[src/rtl/snake_pkg.sv]
// Shared definitions for the snake game blocks: game state encoding,
// score width and default score/level constants.
package snake_pkg;

  typedef enum logic [1:0] {
    IDLE = 2'd0,
    PLAY = 2'd1,
    OVER = 2'd2
  } state_e;

  localparam int SCORE_WIDTH    = 7;
  localparam int SCORE_MAX_DEF  = 99;
  localparam int LEVEL_STEP_DEF = 10;

  typedef logic [SCORE_WIDTH-1:0] score_t;
  typedef logic [1:0]             level_t;

  localparam level_t LEVEL_MAX = 2'd3;

endpackage

[src/rtl/score_keeper_if.sv]
// Game-event and score-display bundle between the game logic (master)
// and the score keeper (slave).
interface score_keeper_if;
  import snake_pkg::*;

  logic   game_start;
  logic   apple_eaten;
  logic   game_over;
  score_t score;
  logic   score_clr;
  level_t speed_level;
  logic   playing;
  score_t high_score;
  logic   new_record;

  modport master (
    output game_start, apple_eaten, game_over,
    input  score, score_clr, speed_level, playing, high_score, new_record
  );

  modport slave (
    input  game_start, apple_eaten, game_over,
    output score, score_clr, speed_level, playing, high_score, new_record
  );

endinterface

[src/rtl/score_keeper_rise_detect.sv]
// Single-bit rising-edge detector: pulse while the input is high and the
// registered previous value is low.
module rise_detect (
  input  logic clk,
  input  logic rst_n,
  input  logic clr_i,
  input  logic d_i,
  output logic rise_o
);

  logic prev_q;
  logic prev_d;

  always_comb begin
    prev_d = clr_i ? 1'b0 : d_i;
  end

  // NOTE: clocked state uses non-blocking assignments so every register
  // samples the pre-edge value of its inputs.
  always_ff @(posedge clk or negedge rst_n) begin
    if (!rst_n) prev_q <= 1'b0;
    else        prev_q <= prev_d;
  end

  assign rise_o = d_i & ~prev_q;

endmodule

[src/rtl/score_keeper.sv]
// Snake score keeper: IDLE/PLAY/OVER FSM, saturating score, speed level.
// Define SCORE_KEEPER_HIGH_SCORE_EN to keep a high score and record flag.
module score_keeper
  import snake_pkg::*;
#(
  parameter int SCORE_MAX  = SCORE_MAX_DEF,
  parameter int LEVEL_STEP = LEVEL_STEP_DEF
) (
  input  logic          clock_25,
  input  logic          reset,
  input  logic          sync_reset,
  score_keeper_if.slave bus
);

  // Clamp so the score always fits the two-digit display.
  localparam int SAT    = (SCORE_MAX > 99) ? 99 : SCORE_MAX;
  localparam int STEP_N = (LEVEL_STEP < 1) ? 1 : LEVEL_STEP;
  localparam int STEP_W = (STEP_N > 1) ? $clog2(STEP_N) : 1;

  typedef logic [STEP_W-1:0] step_t;

  localparam score_t SCORE_SAT = score_t'(SAT);
  localparam step_t  STEP_LAST = step_t'(STEP_N - 1);

  state_e state_q, state_d;
  score_t score_q, score_d;
  step_t  step_q,  step_d;
  level_t level_q, level_d;
  logic   clr_q,   clr_d;
  logic   apple_rise;

  rise_detect u_apple_rise (
    .clk    (clock_25),
    .rst_n  (reset),
    .clr_i  (sync_reset),
    .d_i    (bus.apple_eaten),
    .rise_o (apple_rise)
  );

  always_comb begin
    // NOTE: every next-state signal gets a default first; a path that
    // leaves one unassigned would infer a latch.
    state_d = state_q;
    score_d = score_q;
    step_d  = step_q;
    level_d = level_q;
    clr_d   = 1'b0;

    unique case (state_q)
      IDLE, OVER: begin
        if (bus.game_start) begin
          state_d = PLAY;
          score_d = '0;
          step_d  = '0;
          level_d = '0;
          clr_d   = 1'b1;
        end
      end
      PLAY: begin
        if (apple_rise && (score_q < SCORE_SAT)) begin
          score_d = score_q + 1'b1;
          if (step_q == STEP_LAST) begin
            step_d = '0;
            if (level_q != LEVEL_MAX) level_d = level_q + 2'd1;
          end else begin
            step_d = step_q + 1'b1;
          end
        end
        if (bus.game_over) state_d = OVER;
      end
      default: state_d = IDLE;
    endcase

    // Synchronous clear has the same effect as the async reset.
    if (sync_reset) begin
      state_d = IDLE;
      score_d = '0;
      step_d  = '0;
      level_d = '0;
      clr_d   = 1'b0;
    end
  end

  always_ff @(posedge clock_25 or negedge reset) begin
    if (!reset) begin
      state_q <= IDLE;
      score_q <= '0;
      step_q  <= '0;
      level_q <= '0;
      clr_q   <= 1'b0;
    end else begin
      state_q <= state_d;
      score_q <= score_d;
      step_q  <= step_d;
      level_q <= level_d;
      clr_q   <= clr_d;
    end
  end

  assign bus.score       = score_q;
  assign bus.score_clr   = clr_q;
  assign bus.speed_level = level_q;
  assign bus.playing     = (state_q == PLAY);

`ifdef SCORE_KEEPER_HIGH_SCORE_EN
  score_t high_q, high_d;
  logic   rec_q,  rec_d;

  // Record check uses score_d so an apple on the final cycle is included.
  always_comb begin
    high_d = high_q;
    rec_d  = rec_q;
    if ((state_q == PLAY) && (state_d == OVER)) begin
      rec_d = (score_d > high_q);
      if (score_d > high_q) high_d = score_d;
    end else if ((state_q == OVER) && (state_d != OVER)) begin
      rec_d = 1'b0;
    end
    if (sync_reset) begin
      high_d = '0;
      rec_d  = 1'b0;
    end
  end

  always_ff @(posedge clock_25 or negedge reset) begin
    if (!reset) begin
      high_q <= '0;
      rec_q  <= 1'b0;
    end else begin
      high_q <= high_d;
      rec_q  <= rec_d;
    end
  end

  assign bus.high_score = high_q;
  assign bus.new_record = rec_q;
`else
  assign bus.high_score = '0;
  assign bus.new_record = 1'b0;
`endif

endmodule

[src/flat_wrapper.sv]
// flat-port wrapper written by rule: the top's interface ports become plain ports
module score_keeper_flat import snake_pkg::*;
#(
  parameter int SCORE_MAX  = SCORE_MAX_DEF,
  parameter int LEVEL_STEP = LEVEL_STEP_DEF
)
  (clock_25, reset, sync_reset, bus_game_start, bus_apple_eaten, bus_game_over, bus_score, bus_score_clr, bus_speed_level, bus_playing, bus_high_score, bus_new_record);
  score_keeper_if bus_i ();
  input  logic clock_25;
  input  logic reset;
  input  logic sync_reset;
  input wire logic [$bits(bus_i.game_start)-1:0] bus_game_start;
  input wire logic [$bits(bus_i.apple_eaten)-1:0] bus_apple_eaten;
  input wire logic [$bits(bus_i.game_over)-1:0] bus_game_over;
  output wire logic [$bits(bus_i.score)-1:0] bus_score;
  output wire logic [$bits(bus_i.score_clr)-1:0] bus_score_clr;
  output wire logic [$bits(bus_i.speed_level)-1:0] bus_speed_level;
  output wire logic [$bits(bus_i.playing)-1:0] bus_playing;
  output wire logic [$bits(bus_i.high_score)-1:0] bus_high_score;
  output wire logic [$bits(bus_i.new_record)-1:0] bus_new_record;
  assign bus_i.game_start = bus_game_start;
  assign bus_i.apple_eaten = bus_apple_eaten;
  assign bus_i.game_over = bus_game_over;
  assign bus_score = bus_i.score;
  assign bus_score_clr = bus_i.score_clr;
  assign bus_speed_level = bus_i.speed_level;
  assign bus_playing = bus_i.playing;
  assign bus_high_score = bus_i.high_score;
  assign bus_new_record = bus_i.new_record;
  score_keeper #(.SCORE_MAX(SCORE_MAX), .LEVEL_STEP(LEVEL_STEP)) u_core (.clock_25(clock_25), .reset(reset), .sync_reset(sync_reset), .bus(bus_i));
endmodule
[config.mk]
export PLATFORM = sky130hd
export DESIGN_NAME = score_keeper_flat
export DESIGN_NICKNAME = d
export VERILOG_FILES = /design/src/rtl/snake_pkg.sv /design/src/rtl/score_keeper_if.sv /design/src/rtl/score_keeper_rise_detect.sv /design/src/rtl/score_keeper.sv /design/src/flat_wrapper.sv
export SDC_FILE = /design/constraint.sdc
export NUM_CORES = 1
export LEC_CHECK = 0
export CAP_MARGIN = 15
export CORE_MARGIN = 10
export CORE_UTILIZATION = 43
export CTS_CLUSTER_SIZE = 8
export DETAILED_ROUTE_END_ITERATION = 10
export PLACE_DENSITY_LB_ADDON = 0.25
export SLEW_MARGIN = 20
export SYNTH_ARGS = -nofsm -noshare
export SYNTH_HDL_FRONTEND = slang
export SYNTH_HIERARCHICAL = 1
export SYNTH_SLANG_ARGS = --single-unit
[constraint.sdc]
create_clock -name clock_25 -period 1.5 [get_ports clock_25]
set_clock_uncertainty 0.05 [all_clocks]
set_input_delay 0.45 -clock clock_25 [delete_from_list [all_inputs] [get_ports clock_25]]
set_output_delay 0.45 -clock clock_25 [all_outputs]
set_load 0.1 [all_outputs]
* Word-level counts from Yosys, hierarchy flattened
Cells that the tools add are included.
W data, S select, Z words.
** Word-level totals
- Output and inout bits :: 19
- Input bits :: 6
- Register bits after elaboration :: 17
- Word-level logic and storage cells :: 51
** Operators by class
- Bitwise logic cells :: 2
- Reduce and logical (&&, ||, !) cells :: 7
- Order comparisons :: 1
- $add $sub $neg :: 3
- Muxes and demuxes :: 23
- Eq/ne operators :: 9
** Operator list (number)
- $mux W7 :: 3
- $mux W2 :: 8
- $mux W4 :: 4
- $pmux W7 S2 :: 1
- $ne A3 B2 Y1 const B :: 3
- $pmux W2 S2 :: 2
- $pmux W4 S2 :: 1
- $add A7 B1 Y7 const B :: 1
- $lt A7 B7 Y1 const B :: 1
- $ne A3 B3 Y1 const B :: 2
- $reduce_and A5 Y1 :: 1
- $add A4 B1 Y4 const B :: 1
- $eq A4 B4 Y1 const B :: 1
- $mux W1 :: 4
- $reduce_and A3 Y1 :: 1
- $reduce_bool A3 Y1 :: 1
- $add A2 B1 Y2 const B :: 1
- $eq A2 B1 Y1 const B :: 1
- $eq A2 B2 Y1 const B :: 1
- $logic_not A2 Y1 :: 1
- $ne A2 B2 Y1 const B :: 1
- $reduce_and A2 Y1 :: 1
- $reduce_or A2 Y1 :: 1
- $and A1 B1 Y1 :: 1
- 2 further kinds :: 2

* Longest topological paths before layout
- Word-level depth :: 6
- Depth in mapped cells :: 7

* Cells and area by module
The synthesis kept the hierarchy.
** Modules (own cells, without submodules)
- score_keeper :: cells an instance 101, area each 962.2 um^2, seq. area each 400.4 um^2, times used 1
- rise_detect :: cells an instance 3, area each 52.6 um^2, seq. area each 25.0 um^2, times used 1

* Worst setup path after synthesis
OpenSTA, ideal clock, no wires.
- Kind :: register to register
- Start :: register u_core.score_q[4], in the netlist u_core/bus.score[4]
- End :: register u_core.score_q[2], in the netlist u_core/bus.score[2]
- Cell stages (with the launch flop) :: 7
- Path slack :: -621 ps
- Data required time :: 1346 ps
- Path buffers :: 1
- Arrival time :: 1967 ps
- Setup time :: 104 ps
- Cells stage by stage :: dfrtp_1 -> nor3_1 -> and3_4 -> o31ai_4 -> buf_6 -> nand2_1 -> o311ai_1
** On the way
- Longest elaborated chain between the ends :: 4
** RTL lines
- start: declaration :: line score_keeper.sv:26 : score_t score_q, score_d;
- start signal: assignment :: line score_keeper.sv:93 : score_q <= score_d;
- $lt A7 B7 Y1 :: line score_keeper.sv:60 : if (apple_rise && (score_q < SCORE_SAT)) begin
- $logic_and A1 B1 Y1 :: line score_keeper.sv:60
- $ne A3 B2 Y1 (no source line)
- $reduce_and A3 Y1 (no source line)
No other way between the ends.
A chain may end at the register's enable or synchronous reset.

* Worst setup path in the final report
- Start :: register u_core.score_q[4], in the netlist u_core/bus.score[4]
- End :: register u_core.score_q[6], in the netlist u_core/bus.score[6]
** On the way
- Longest elaborated chain between the ends :: 4
** RTL lines (line)
- $add A7 B1 Y7 / $lt A7 B7 Y1 (equally long branches) :: score_keeper.sv:61, score_keeper.sv:60
- $mux W7 / $logic_and A1 B1 Y1 (equally long branches) :: score_keeper.sv:60
- $pmux W7 S2 / $ne A3 B2 Y1 (equally long branches)
- $mux W7 / $reduce_and A3 Y1 (equally long branches)
Several ways; a longest one is shown, not always the timed one. The select of a mux whose other input is x is not followed.

==> impl_summary.log <==
INFO  metric run_status = finished with violations
INFO  metric violated_checks = setup timing
INFO  metric post-route-worst-setup-slack = -0.189 ns
INFO  metric synth-adder-area-share = 0.0493
INFO  metric synth_compound_gate_area_share = 0.196
INFO  metric detailedRoute.firstPassIterationCount = 4
INFO  metric gr-usage-met3 = 0.0419
INFO  metric share_of_the_clock_period_used_by_the_worst_path = 1.13
INFO  metric clk_pin_slew = 0.11 ns
INFO  metric power_density = just over 600 nW/um^2
INFO  metric grt_start_max_net_pins = 18
INFO  metric detail_route.wl_per_cell = 19.6 um
INFO  metric finish.instance_area = about 1900 sq um
INFO  metric cpLargestDelayFamily = simple AND/OR/NAND/NOR gates
INFO  metric hold_ws = ~0.34 ns
INFO  metric num_rows = 17
INFO  metric synth_xor_area_frac = 0
INFO  metric io_buffers = 16
INFO  metric detail_route.drc_violations = 0
INFO  metric first_iter_violations = 38
INFO  metric post_cts_hold_buffer_count = 0
INFO  metric synth.area.mux_share = 0
INFO  metric setup-tns-final = -1.81 ns
INFO  metric ir_drop = roughly 0.62 mV
INFO  metric wire_length_of_the_first_global_routing_pass = roughly 5300 um
INFO  metric post_detailed_route_via_to_cell_ratio = roughly 5.5
INFO  metric power_frac_comb = 0.347
INFO  metric setup_violations = 21
INFO  metric die_w = roughly 70 um
INFO  metric hold_path.class = input port to flip-flop
INFO  metric fin_util = 0.830
INFO  metric power.static_leakage = 0.791 nW
INFO  metric async_reset_ff_frac = 1.00
INFO  metric tritoncts = yes
INFO  metric min_period = 1.69 ns
INFO  metric syn-instance-count = roughly 100
INFO  metric grt.total_usage = 0.152
INFO  metric vias_in_the_first_global_route = approximately 1100
INFO  metric worst_ep_arrival_time = ~1.9 ns
INFO  metric clkLatencyLatePin = about 0.3 ns
INFO  metric die_area = roughly 4700 sq um
INFO  metric crit_path_cell_trace = nor3_4 > and3_4 > o31ai_4 > buf_6 > nor3_2 > o22a_2
INFO  metric worst-path-buf-inv = 1
INFO  metric global_route.overflow_total = 0
INFO  metric power.clock.fraction = 0.228
INFO  metric grt_antenna_before_repair = 0
INFO  metric post_synth.cell_area_avg = between 9 and 10 sq um
INFO  metric power_switching_share = 0.374
INFO  metric report.final.hold_viol_count = 0
INFO  metric cts-root-buf = sky130_fd_sc_hd__clkbuf_4
INFO  metric p_int = 0.709 mW
INFO  metric grt_setup_unrepaired = yes
INFO  metric cts_made_buffers = 3
INFO  metric number_of_flops_mapped_to_enable_cells_by_yosys = 0
INFO  metric gr-max-usage-layer = met2
INFO  metric routability_driven_placement_congestion_ratio = 0.796
INFO  metric critical-path-slowest-cell = sky130_fd_sc_hd__dfrtp_4
INFO  metric num_vias = ~990
INFO  metric synthDistinctLibCells = 37
INFO  metric maxSlewViolCount = 0
INFO  metric areaGrowthSynthToFinish = 82.7%
INFO  metric synth-warning-count = 6
INFO  metric seqPwrFrac = 0.425
INFO  metric timing.max_cap.violations = 0
INFO  metric numClockSinks = 17
INFO  metric totalWireLength = 3540 um
INFO  metric layout-drive-gt1-share = 0.667
INFO  metric worstSetupEndpointType = flip-flop
INFO  metric power.total = 1.13 mW
INFO  metric yosys_most_used_dff = sky130_fd_sc_hd__dfrtp_1
INFO  metric core-area = 2230 sq um
INFO  metric grt_use_met2 = 0.276
INFO  metric critPathKind = flip-flop to flip-flop
INFO  metric die-height = 68.6 um
INFO  metric dpl-instance-area = ~1500 sq um
INFO  metric layoutNonFillerInstCount = roughly 180
INFO  metric preCtsSetupSlack = -0.718 ns
INFO  metric slowest_delay = 0.51 ns
INFO  metric finalNetCount = approximately 160
INFO  metric ctsHtreeMaxLevel = 1
INFO  metric final_common_cell = sky130_fd_sc_hd__buf_4
INFO  metric leading_cell_types_in_the_layout_fill_and_taps_excluded = sky130_fd_sc_hd__buf_4, sky130_fd_sc_hd__buf_12, sky130_fd_sc_hd__buf_6
INFO  metric ys_seq_area_frac = 0.419
INFO  metric netSwitchingPower = 0.424 mW
INFO  metric total_inserted_antenna_cells = 0
INFO  metric globalRouteMet1Util = 0.155
INFO  metric post_synth_instance_area = approximately 1000 sq um
INFO  metric ys_seq_elements = 17
INFO  metric crit_path_max_fanout = 6
INFO  metric synth_top_family_by_area = simple AND/OR/NAND/NOR gates
INFO  metric yosys.area_share.simple = 0.236
INFO  metric post-dp-hpwl = 1970 um
INFO  metric critPathLaunchType = flip-flop
INFO  metric ant_nets = 0
INFO  metric top_level_ports = 25
INFO  metric clock_tree.buffer_depth = 2
INFO  metric numPlacedInstances = ~160
INFO  metric floorplan.initialDensity = 0.454
INFO  metric worst_ep_required_time = approximately 1.7 ns
INFO  metric fmax = just under 600 MHz
[final timing paths]
| path | start | cells past startpoint | slack, ns | end |
|---|---|---|---|---|
| max in group asynchronous | reset | 2 | 0.76 | u_core/bus.speed_level[0] |
| min in group asynchronous | reset | 2 | 0.41 | u_core/bus.score[0] |
| worst min-delay path | bus_apple_eaten | 2 | 0.34 | u_core/u_apple_rise/prev_q |
| worst min register to register | u_core/bus.speed_level[1] | 2 | 0.54 | u_core/bus.speed_level[1] |
| worst max-delay path | u_core/bus.score[4] | 6 | -0.19 | u_core/bus.score[6] |
| worst max register to register | u_core/bus.score[4] | 6 | -0.19 | u_core/bus.score[6] |
[layer usage]
layer,share of wire,vias up
li1,-,449
met1,0.36,491
met2,0.54,38
met3,0.061,13
met4,0.036,0
met5,0,-
[synthesized netlist by cell type (2+ instances only)]
| master | instances | area share |
|---|---|---|
| sky130_fd_sc_hd__dfrtp_1 | 17 | 0.42 |
| sky130_fd_sc_hd__buf_4 | 10 | 0.074 |
| sky130_fd_sc_hd__nand2_1 | 10 | 0.037 |
| sky130_fd_sc_hd__o21ai_0 | 8 | 0.039 |
| sky130_fd_sc_hd__nand3_1 | 5 | 0.025 |
| sky130_fd_sc_hd__nor2_1 | 5 | 0.018 |
| sky130_fd_sc_hd__ha_1 | 4 | 0.049 |
| sky130_fd_sc_hd__nor3_1 | 4 | 0.020 |
| sky130_fd_sc_hd__o31ai_1 | 4 | 0.030 |
| sky130_fd_sc_hd__inv_1 | 3 | 0.011 |
| sky130_fd_sc_hd__nor2b_1 | 3 | 0.018 |
| sky130_fd_sc_hd__o21ai_2 | 3 | 0.026 |
| sky130_fd_sc_hd__nand2b_1 | 2 | 0.012 |
| sky130_fd_sc_hd__nor2b_4 | 2 | 0.027 |
| sky130_fd_sc_hd__o21ai_1 | 2 | 0.0099 |
[registers in the layout (all words and copies together) (netlist names)]
name                        count
u_core/bus.score                7
u_core/bus.score_clr            1
u_core/bus.speed_level          2
u_core/state_q                  2
u_core/step_q                   4
u_core/u_apple_rise/prev_q      1
[cell families after synthesis]
group,count (synthesis)
simple gates,42
fa+ha+maj,4
buf+inv,14
flops,17
compound gates,26
other cells,1
[cell type report]
type | instances | area (sq um)
multi-input cells | 80 | 758
repair buffers | 49 | 566
flip-flops and latches | 17 | 457
fillers | 121 | 379
well taps | 28 | 35.0
clock buffers | 3 | 22.5
inverters | 3 | 11.3
clock inverters | 1 | 5.00
[timing repair]
| item | 4_1_cts | 5_1_grt |
|---|---|---|
| resized for setup | 43 | 24 |
| pin swaps | 5 | 13 |
| setup endpoints to repair | 21 | 21 |
| cloned | 1 | 0 |
| buffers inserted | 12 | 2 |
[worst reg2reg max path: cells and delay by family (launching register included)]
kind                   cells  cell delay (ns)
DFF                        1             0.51
and+or+nand+nor            3             0.65
AOI/OAI and AO/OA          2             0.26
buffers and inverters      1             0.16
[power groups by stage]
stage          registers, mW  clock network (mW)  logic (mW)
6_report               0.482               0.259       0.393
5_1_grt                0.483               0.281       0.411
4_1_cts                0.479               0.261       0.360
3_5_place_dp           0.490                   0       0.308
3_3_place_gp           0.489                   0       0.303
2_1_floorplan          0.515                   0       0.205
Note: power is estimated with default switching activity, not from simulation.
